==> src/rtl/dram_writer.sv <==
// rtl/dram_writer.sv - packs a byte stream into LANES-wide DRAM write beats
//
// Ports:
//   clk, reset          rising-edge clock; asynchronous active-low reset
//   new_addr(_valid)    base address for the next stream, loaded in IDLE only
//   byte_in/valid/ready stream input; ready only while filling a beat
//   flush               end of stream: write any partial beat, then finish
//   dram_en/rdwr        per-lane write request; rdwr=1 whenever any lane is enabled
//   dram_addr/data      per-lane byte address (cur_addr+i) and write data
//   dram_valid          per-lane completion from DRAM
//   done                one-cycle pulse once the whole stream has committed
//   bytes_written       bytes committed since the last new_addr load
module dram_writer #(
   parameter int LANES  = 8,   // power of two, >= 2
   parameter int ADDR_W = 64
) (
   input  logic                    clk,
   input  logic                    reset,
   input  logic [ADDR_W-1:0]       new_addr,
   input  logic                    new_addr_valid,
   input  logic [7:0]              byte_in,
   input  logic                    byte_valid,
   output logic                    byte_ready,
   input  logic                    flush,
   output logic [LANES-1:0]        dram_en,
   output logic                    dram_rdwr,
   output logic [LANES*ADDR_W-1:0] dram_addr,
   output logic [LANES*8-1:0]      dram_data,
   input  logic [LANES-1:0]        dram_valid,
   output logic                    done,
   output logic [ADDR_W-1:0]       bytes_written
);

   localparam int IW = $clog2(LANES);
   localparam int CW = IW + 1;   // cnt must reach LANES

   typedef enum logic [1:0] {
      S_IDLE  = 2'd0,
      S_FILL  = 2'd1,
      S_WRITE = 2'd2,
      S_DONE  = 2'd3
   } state_t;

   state_t            state_q, state_d;
   logic [CW-1:0]     cnt_q, cnt_d;
   logic [ADDR_W-1:0] cur_addr_q, cur_addr_d;
   logic [ADDR_W-1:0] bytes_q, bytes_d;
   logic [LANES-1:0]  ack_q, ack_d;
   logic              flush_pend_q, flush_pend_d;
   logic [7:0]        lane_q [LANES];
   logic [7:0]        lane_d [LANES];

   logic [LANES-1:0]  lane_en;
   logic [CW-1:0]     fill_cnt;

   always_ff @(posedge clk or negedge reset) begin
      if (!reset) begin
         state_q      <= S_IDLE;
         cnt_q        <= '0;
         cur_addr_q   <= '0;
         bytes_q      <= '0;
         ack_q        <= '0;
         flush_pend_q <= 1'b0;
         for (int i = 0; i < LANES; i++) lane_q[i] <= '0;
      end else begin
         state_q      <= state_d;
         cnt_q        <= cnt_d;
         cur_addr_q   <= cur_addr_d;
         bytes_q      <= bytes_d;
         ack_q        <= ack_d;
         flush_pend_q <= flush_pend_d;
         for (int i = 0; i < LANES; i++) lane_q[i] <= lane_d[i];
      end
   end

   // Lane enables come straight from registered state so that an
   // asynchronous reset drops them immediately.
   always_comb begin
      lane_en = '0;
      for (int i = 0; i < LANES; i++)
         lane_en[i] = (state_q == S_WRITE) && (CW'(i) < cnt_q);
   end

   always_comb begin
      state_d      = state_q;
      cnt_d        = cnt_q;
      cur_addr_d   = cur_addr_q;
      bytes_d      = bytes_q;
      ack_d        = ack_q;
      flush_pend_d = flush_pend_q;
      lane_d       = lane_q;
      fill_cnt     = cnt_q;
      byte_ready   = 1'b0;
      done         = 1'b0;

      case (state_q)
         S_IDLE: begin
            if (new_addr_valid) begin
               cur_addr_d   = new_addr;
               bytes_d      = '0;
               cnt_d        = '0;
               ack_d        = '0;
               flush_pend_d = 1'b0;
               state_d      = S_FILL;
            end
         end

         S_FILL: begin
            byte_ready = 1'b1;
            // A byte arriving with flush is counted before flush is applied.
            if (byte_valid) begin
               lane_d[cnt_q[IW-1:0]] = byte_in;
               fill_cnt              = cnt_q + CW'(1);
            end
            cnt_d = fill_cnt;
            if (fill_cnt == CW'(LANES)) begin
               state_d      = S_WRITE;
               flush_pend_d = flush;
            end else if (flush) begin
               if (fill_cnt != '0) begin
                  state_d      = S_WRITE;
                  flush_pend_d = 1'b1;
               end else begin
                  state_d = S_DONE;
               end
            end
         end

         S_WRITE: begin
            // Sticky ack mask; completions on idle lanes are masked off.
            ack_d = ack_q | (dram_valid & lane_en);
            if (((ack_q | dram_valid) & lane_en) == lane_en) begin
               cur_addr_d   = cur_addr_q + ADDR_W'(cnt_q);
               bytes_d      = bytes_q + ADDR_W'(cnt_q);
               cnt_d        = '0;
               ack_d        = '0;
               flush_pend_d = 1'b0;
               state_d      = flush_pend_q ? S_DONE : S_FILL;
            end
         end

         S_DONE: begin
            done    = 1'b1;
            state_d = S_IDLE;
         end

         default: state_d = S_IDLE;
      endcase
   end

   // Disabled lanes drive zero so idle outputs read as all-zero.
   always_comb begin
      dram_addr = '0;
      dram_data = '0;
      for (int i = 0; i < LANES; i++) begin
         if (lane_en[i]) begin
            dram_addr[i*ADDR_W +: ADDR_W] = cur_addr_q + ADDR_W'(i);
            dram_data[i*8 +: 8]           = lane_q[i];
         end
      end
   end

   assign dram_en       = lane_en;
   assign dram_rdwr     = |lane_en;
   assign bytes_written = bytes_q;

endmodule

==> config.mk <==
export PLATFORM = sky130hd
export DESIGN_NAME = dram_writer
export DESIGN_NICKNAME = d
export VERILOG_FILES = /design/src/rtl/dram_writer.sv
export SDC_FILE = /design/constraint.sdc
export NUM_CORES = 1
export LEC_CHECK = 0
export BUFFER_PORTS_ARGS = -buffer_cell sky130_fd_sc_hd__buf_2
export CAP_MARGIN = 20
export CORE_AREA = 2 2 283 285
export DETAILED_ROUTE_END_ITERATION = 16
export DIE_AREA = 0 0 285 287
export SLEW_MARGIN = 30
export SYNTH_ARGS = -nofsm -noshare
export SYNTH_HDL_FRONTEND = slang
export SYNTH_SLANG_ARGS = --single-unit
==> constraint.sdc <==
create_clock -name clk -period 3.3 [get_ports clk]
set_clock_uncertainty 0.15 [all_clocks]
set_input_delay 0.66 -clock clk [delete_from_list [all_inputs] [get_ports clk]]
set_output_delay 0.66 -clock clk [all_outputs]
set_load 0.01 [all_outputs]
# [Word-level counts from Yosys, hierarchy flattened]
# Cells that the tools add are included.
[op_classes] n_bitwise=5 n_reduce_logical=20 magnitude_cmp=10 n_addsub=10 mux=48 eq_ne=9
[ops] operator="$mux 64" count=12
[ops] operator="$add 64x3->64 const B" count=4
[ops] operator="$pmux 64 s2" count=2
[ops] operator="$add 64x2->64 const B" count=2
[ops] operator="$add 64x4->64" count=2
[ops] operator="$mux 8" count=11
[ops] operator="$add 64x1->64 const B" count=1
[ops] operator="$bwmux 64" count=1
[ops] operator="$demux 8 s3" count=1
[ops] operator="$and 8x8->8" count=2
[ops] operator="$lt 3x4->1 const A" count=4
[ops] operator="$mux 4" count=4
[ops] operator="$or 8x8->8" count=2
[ops] operator="$pmux 8 s2" count=1
[ops] operator="$pmux 4 s3" count=1
[ops] operator="$mux 2" count=5
[ops] operator="$logic_and 1x1->1" count=9
[ops] operator="$reduce_and 3->1" count=3
[ops] operator="$eq 8x8->1" count=1
[ops] operator="$lt 1x4->1 const A" count=2
[ops] operator="$lt 2x4->1 const A" count=2
[ops] operator="$mux 1" count=8
[ops] operator="$pmux 2 s4" count=1
[ops] operator="$reduce_or 8->1" count=1
[ops] operator="17 further kinds" count=20
[word_totals] ff_bits=207 word_cells=116 out_inout_bits=651

# [Depth between registers and ports, before layout]
[depth] ltp_word=8 depth_mapped=12 depth_no_buf=9

# [Worst setup path after synthesis]
# No wires, ideal clock.
[synth_path] kind="reg2out" from="reg cur_addr_q[1]" to="out dram_addr[226]" slack_ps=-474 path_stages_with_launch=11 t_arrival_ps=2964 cell_sequence="dfrtp_1 -> clkbuf_1 -> clkbuf_1 -> inv_1 -> ha_1 -> nand2b_1 -> nor4_1 -> and3_1 -> clkbuf_1 -> a21oi_1 -> a311oi_1"
[synth_via] elab_chain_len=2
[synth_rtl] element="start, declared" line_no="46" source="logic [ADDR_W-1:0] cur_addr_q, cur_addr_d;"
[synth_rtl] element="start signal, assigned" line_no="68" source="cur_addr_q <= cur_addr_d;"
[synth_rtl] element="$add 64x2->64" line_no="157" source="dram_addr[i*ADDR_W +: ADDR_W] = cur_addr_q + ADDR_W'(i);"
[synth_rtl] element="$mux 64" line_no="156" source="if (lane_en[i]) begin"
[synth_rtl] element="end, declared" line_no="27" source="output logic [LANES*ADDR_W-1:0] dram_addr,"
# Every way passes these cells.

# [Worst setup path in the final report]
[layout_path] from="reg cur_addr_q[7]" to="out dram_addr[127]"
[layout_via] elab_chain_len=2
[layout_rtl] element="$add 64x1->64" line_no="157"
[layout_rtl] element="$mux 64" line_no="156"
# Every way passes these cells.

==> impl_results.md <==
* Multiplexer area fraction after synthesis at 4.00%
* CP delay by family, top: simple AND/OR/NAND/NOR gates
* Highest routed layer: met5
* Ys Warns at 0
* Buf/Inv on CP at 2
* Antenna violations before repair at 37
* Count leader, synth: nor2_1
* Fin area at 36,400 sq um
* Status: finished, violations left
* Wire length on met3 at 18,400 um
* Synth unique cells at 74
* Max_cap viols at 0
* Worst vdd ir at 0.422 mV
* Worst setup SP type: flip-flop
* Mapped Nets at 3,187
* Cell area after synthesis at 21,500 sq um
* Clk sinks at 207
* R2R Setup Slk at -260 ps
* Flop pwr share at 17.4%
* Compound-Gate Fraction of Synth Area at 14.3%
* Most common library cells after synthesis: 526 x nor2_1, 313 x nand2_1, 220 x xor2_1
* Synthesis-stage register bit count at 207
* DR WL met2 at 68,800 um
* Vias in the first global route at 28,600
* Detailed placement HPWL at 114,000 um
* Main combinational cell family by area after synthesis: simple AND/OR/NAND/NOR gates
* Die area at 81,800 sq um
* Share of layout cells above drive strength 1 at 47.8%
* Most common cell on crit path: or3_4
* Total wire length at 153,000 um
* CP max stage cell: or4_4
* Hold Violations, Final at 0
* Clock transition at path regs at 70 ps
* RR Endpoint: cur_addr_q[61]$_DFFE_PN0P_
* Vias per inst at 5.66
* Via count at 30,600
* Slew Limit Fails at 0
* Clk_lat worst skew at 590 ps
* Total congestion overflow at 0
* Routed met1 length at 54,800 um
* Pwr dens at 650 nW/um^2
* Setup crit end kind: output port
* TritonCTS buffer count at 27
* Hold_sp: new_addr[29]
* First-pass GRT wire length at 209,000 um
* Psw at 11.7 mW
* Max Freq at 260 MHz
* CP Max Fanout at 8
* Internal Power at 12.0 mW
* Post-Synth XOR/XNOR Area at 14.3%
* Synth top area share at 24.1%
* Failing checks: negative setup slack
* Chip Width at 285 um
* Worst-Margin Slew at 1010 ps
* Crit share post-route at 117%
* HP Class: in -> reg
* Reg2reg path depth at 12
* Simple-Gate Fraction of Synth Area at 36.1%
* IO Pins at 736
* Post-route DRC at 0
* Post-Synthesis Cells at 3,081
* CTS HTree Levels at 1
* Largest net degree at the start of global routing at 77
* Violation count after the first detailed-routing iteration at 3,250
* CP arrival at 3040 ps
* Final net count at 4,422
* Adder-cell share of the synthesized area at 1.29%
* RR Startpoint: cur_addr_q[2]$_DFFE_PN0P_
* Area Overhead vs Synth at 69.2%
* IO Port Bufs at 735
* Worst setup margin at -551 ps
* CP Class: reg -> out
* Worst slew margin at 33.0%
* Hold path depth at 3
* GRT Total Usage at 34.8%
* Final setup vio count at 421
* Routed Antenna Nets at 0
* Die H at 287 um
* Overall Power at 23.7 mW
* Comb power frac at 68.8%
* Clock buffer depth at 3
* RD Place Congestion at 1.02
* Finished Core Util at 46.3%
* Critical Path Max Stage Delay at 610 ps
* Pleak at 16.9 nW
* Main synth FF type: dfrtp_1
* FP Rows at 103
* Clk pwr share at 13.9%
* Clk root buf: clkbuf_16
* Hold Crit Endpoint: cur_addr_q[29]$_DFFE_PN0P_
* Post-DP Area at 29,200 sq um
* Final Hold Slack at 172 ps
* Number of synthesized flops with an enable pin at 0
* Drt pass-1 iters at 6
* Minimum clock period at 3850 ps
* Routed len/inst at 28.2 um
* Sequential area share after synthesis at 24.1%
* Req. time, crit path at 2490 ps
* CP Cell Sequence: buf_6 > nand4_1 > or4_4 > or3_4 > or3_4 > a21oi_2 > buf_2
* Sw Share at 49.5%
* Syn avg cell area at 6.99 sq um
* Ys async rst share at 100%
* RSZ-0062 raised after global routing: true
* CTS tree: done
* Area contributors post-synth: dfrtp_1 24%, nor2_1 9.2%, xor2_1 8.9%, nand2_1 5.5%, xnor2_1 5.4%
* Initial core utilization at 27.4%
* Largest area contributor in the netlist: dfrtp_1
* Core area at 78,600 sq um
final cells by class:
type | instances | area, sq um
Timing Repair Buffer | 1495 | 11000
Antenna cell | 23 | 57.6
Inverter | 47 | 191
Clock inverter | 12 | 194
Sequential cell | 207 | 5230
Tap cell | 1050 | 1310
Multi-Input combinational cell | 2538 | 17700
Fill cell | 7814 | 42200
Clock buffer | 36 | 759
how the worst max path moves through the flow:
stage	startpoint	endpoint	slack (ps)	depth (start not counted)
after floorplan	cur_addr_q[1]$_DFFE_PN0P_	dram_addr[421]	-40	10
after CTS	cur_addr_q[8]$_DFFE_PN0P_	dram_addr[317]	-410	9
after detailed placement	cur_addr_q[9]$_DFFE_PN0P_	dram_addr[117]	-280	10
after global routing	cur_addr_q[7]$_DFFE_PN0P_	dram_addr[127]	-590	7
after global placement	cur_addr_q[9]$_DFFE_PN0P_	dram_addr[125]	-270	10
final	cur_addr_q[7]$_DFFE_PN0P_	dram_addr[127]	-550	7
sequential cells by signal, summed over array words and instances, names as in the netlist:
signal         count
cur_addr_q        64
cnt_q              4
lane_q            64
state_q            2
bytes_written     64
ack_q              8
flush_pend_q       1
placed cells by master, fill, tap and decap left out, types with 23 or more instances in the layout:
| master | count |
|---|---|
| nor2_1 | 470 |
| xnor2_1 | 122 |
| buf_4 | 545 |
| and2_1 | 122 |
| nand4_1 | 104 |
| or4_1 | 35 |
| mux2_2 | 65 |
| o31ai_1 | 36 |
| nand2_2 | 42 |
| nand3_2 | 25 |
| inv_1 | 36 |
| or3_1 | 78 |
| diode_2 | 23 |
| a21oi_2 | 35 |
| nand3_1 | 87 |
| nor2_2 | 31 |
| and3_1 | 45 |
| dfrtp_1 | 171 |
| o21ai_0 | 111 |
| buf_12 | 43 |
| xor2_1 | 207 |
| nor3_1 | 26 |
| nand2_1 | 243 |
| a32oi_1 | 29 |
| dfrtp_2 | 36 |
| a21oi_1 | 150 |
| buf_2 | 695 |
| nor2_4 | 25 |
| buf_6 | 192 |
| clkbuf_16 | 28 |
what timing repair did:
item | in CTS | in global routing
hold buffers | 1 | 0
endpoints found under the hold margin | 44 | 0
buffers inserted | 218 | 105
pin swaps | 162 | 119
endpoints found under the setup margin | 435 | 438
resized for setup | 629 | 290
gates cloned | 8 | 1
metal layers:
metal,GRT usage [%],vias up
met4,19.0,26
met5,0,-
met3,11.3,522
li1,-,13200
met1,41.1,14800
met2,56.0,2085
cell families after synthesis:
group / after synthesis
DFF: 207
xor gates and xnor gates: 352
muxes: 78
adders and majority gates: 21
and+or+nand+nor: 1581
buffers and inverters: 336
AOI/OAI and AO/OA: 506
power groups by stage:
stage                     Clock (mW)  Combinational (mW)  Sequential, mW
after global routing            3.42                16.8            4.17
after detailed placement           0                11.9            4.03
after floorplan                    0                6.91            3.60
final                           3.29                16.3            4.11
after global placement             0                11.9            4.01
after CTS                       3.33                14.5            4.03
through the flow:
stage / cells / TNS [ps] / setup WS (ps)
floorplan: 3081 / -164 / -36.4
global placement: 5026 / -2640 / -272
detailed placement: 5026 / -2440 / -275
CTS: 5295 / -71460 / -408
global route: 5402 / -136940 / -593
finish: 5408 / -101810 / -551
worst reg2reg max path: stages (launching register included):
cell and delay, ps:
dfrtp_2 450, buf_6 140, buf_4 120, buf_4 120, buf_4 140, ha_1 290
buf_4 120, o21ai_0 150, o21bai_1 610, nand4_1 430, or3_1 420, o32ai_1 220
a21oi_1 100
Note: power is estimated with default switching activity, not from simulation.
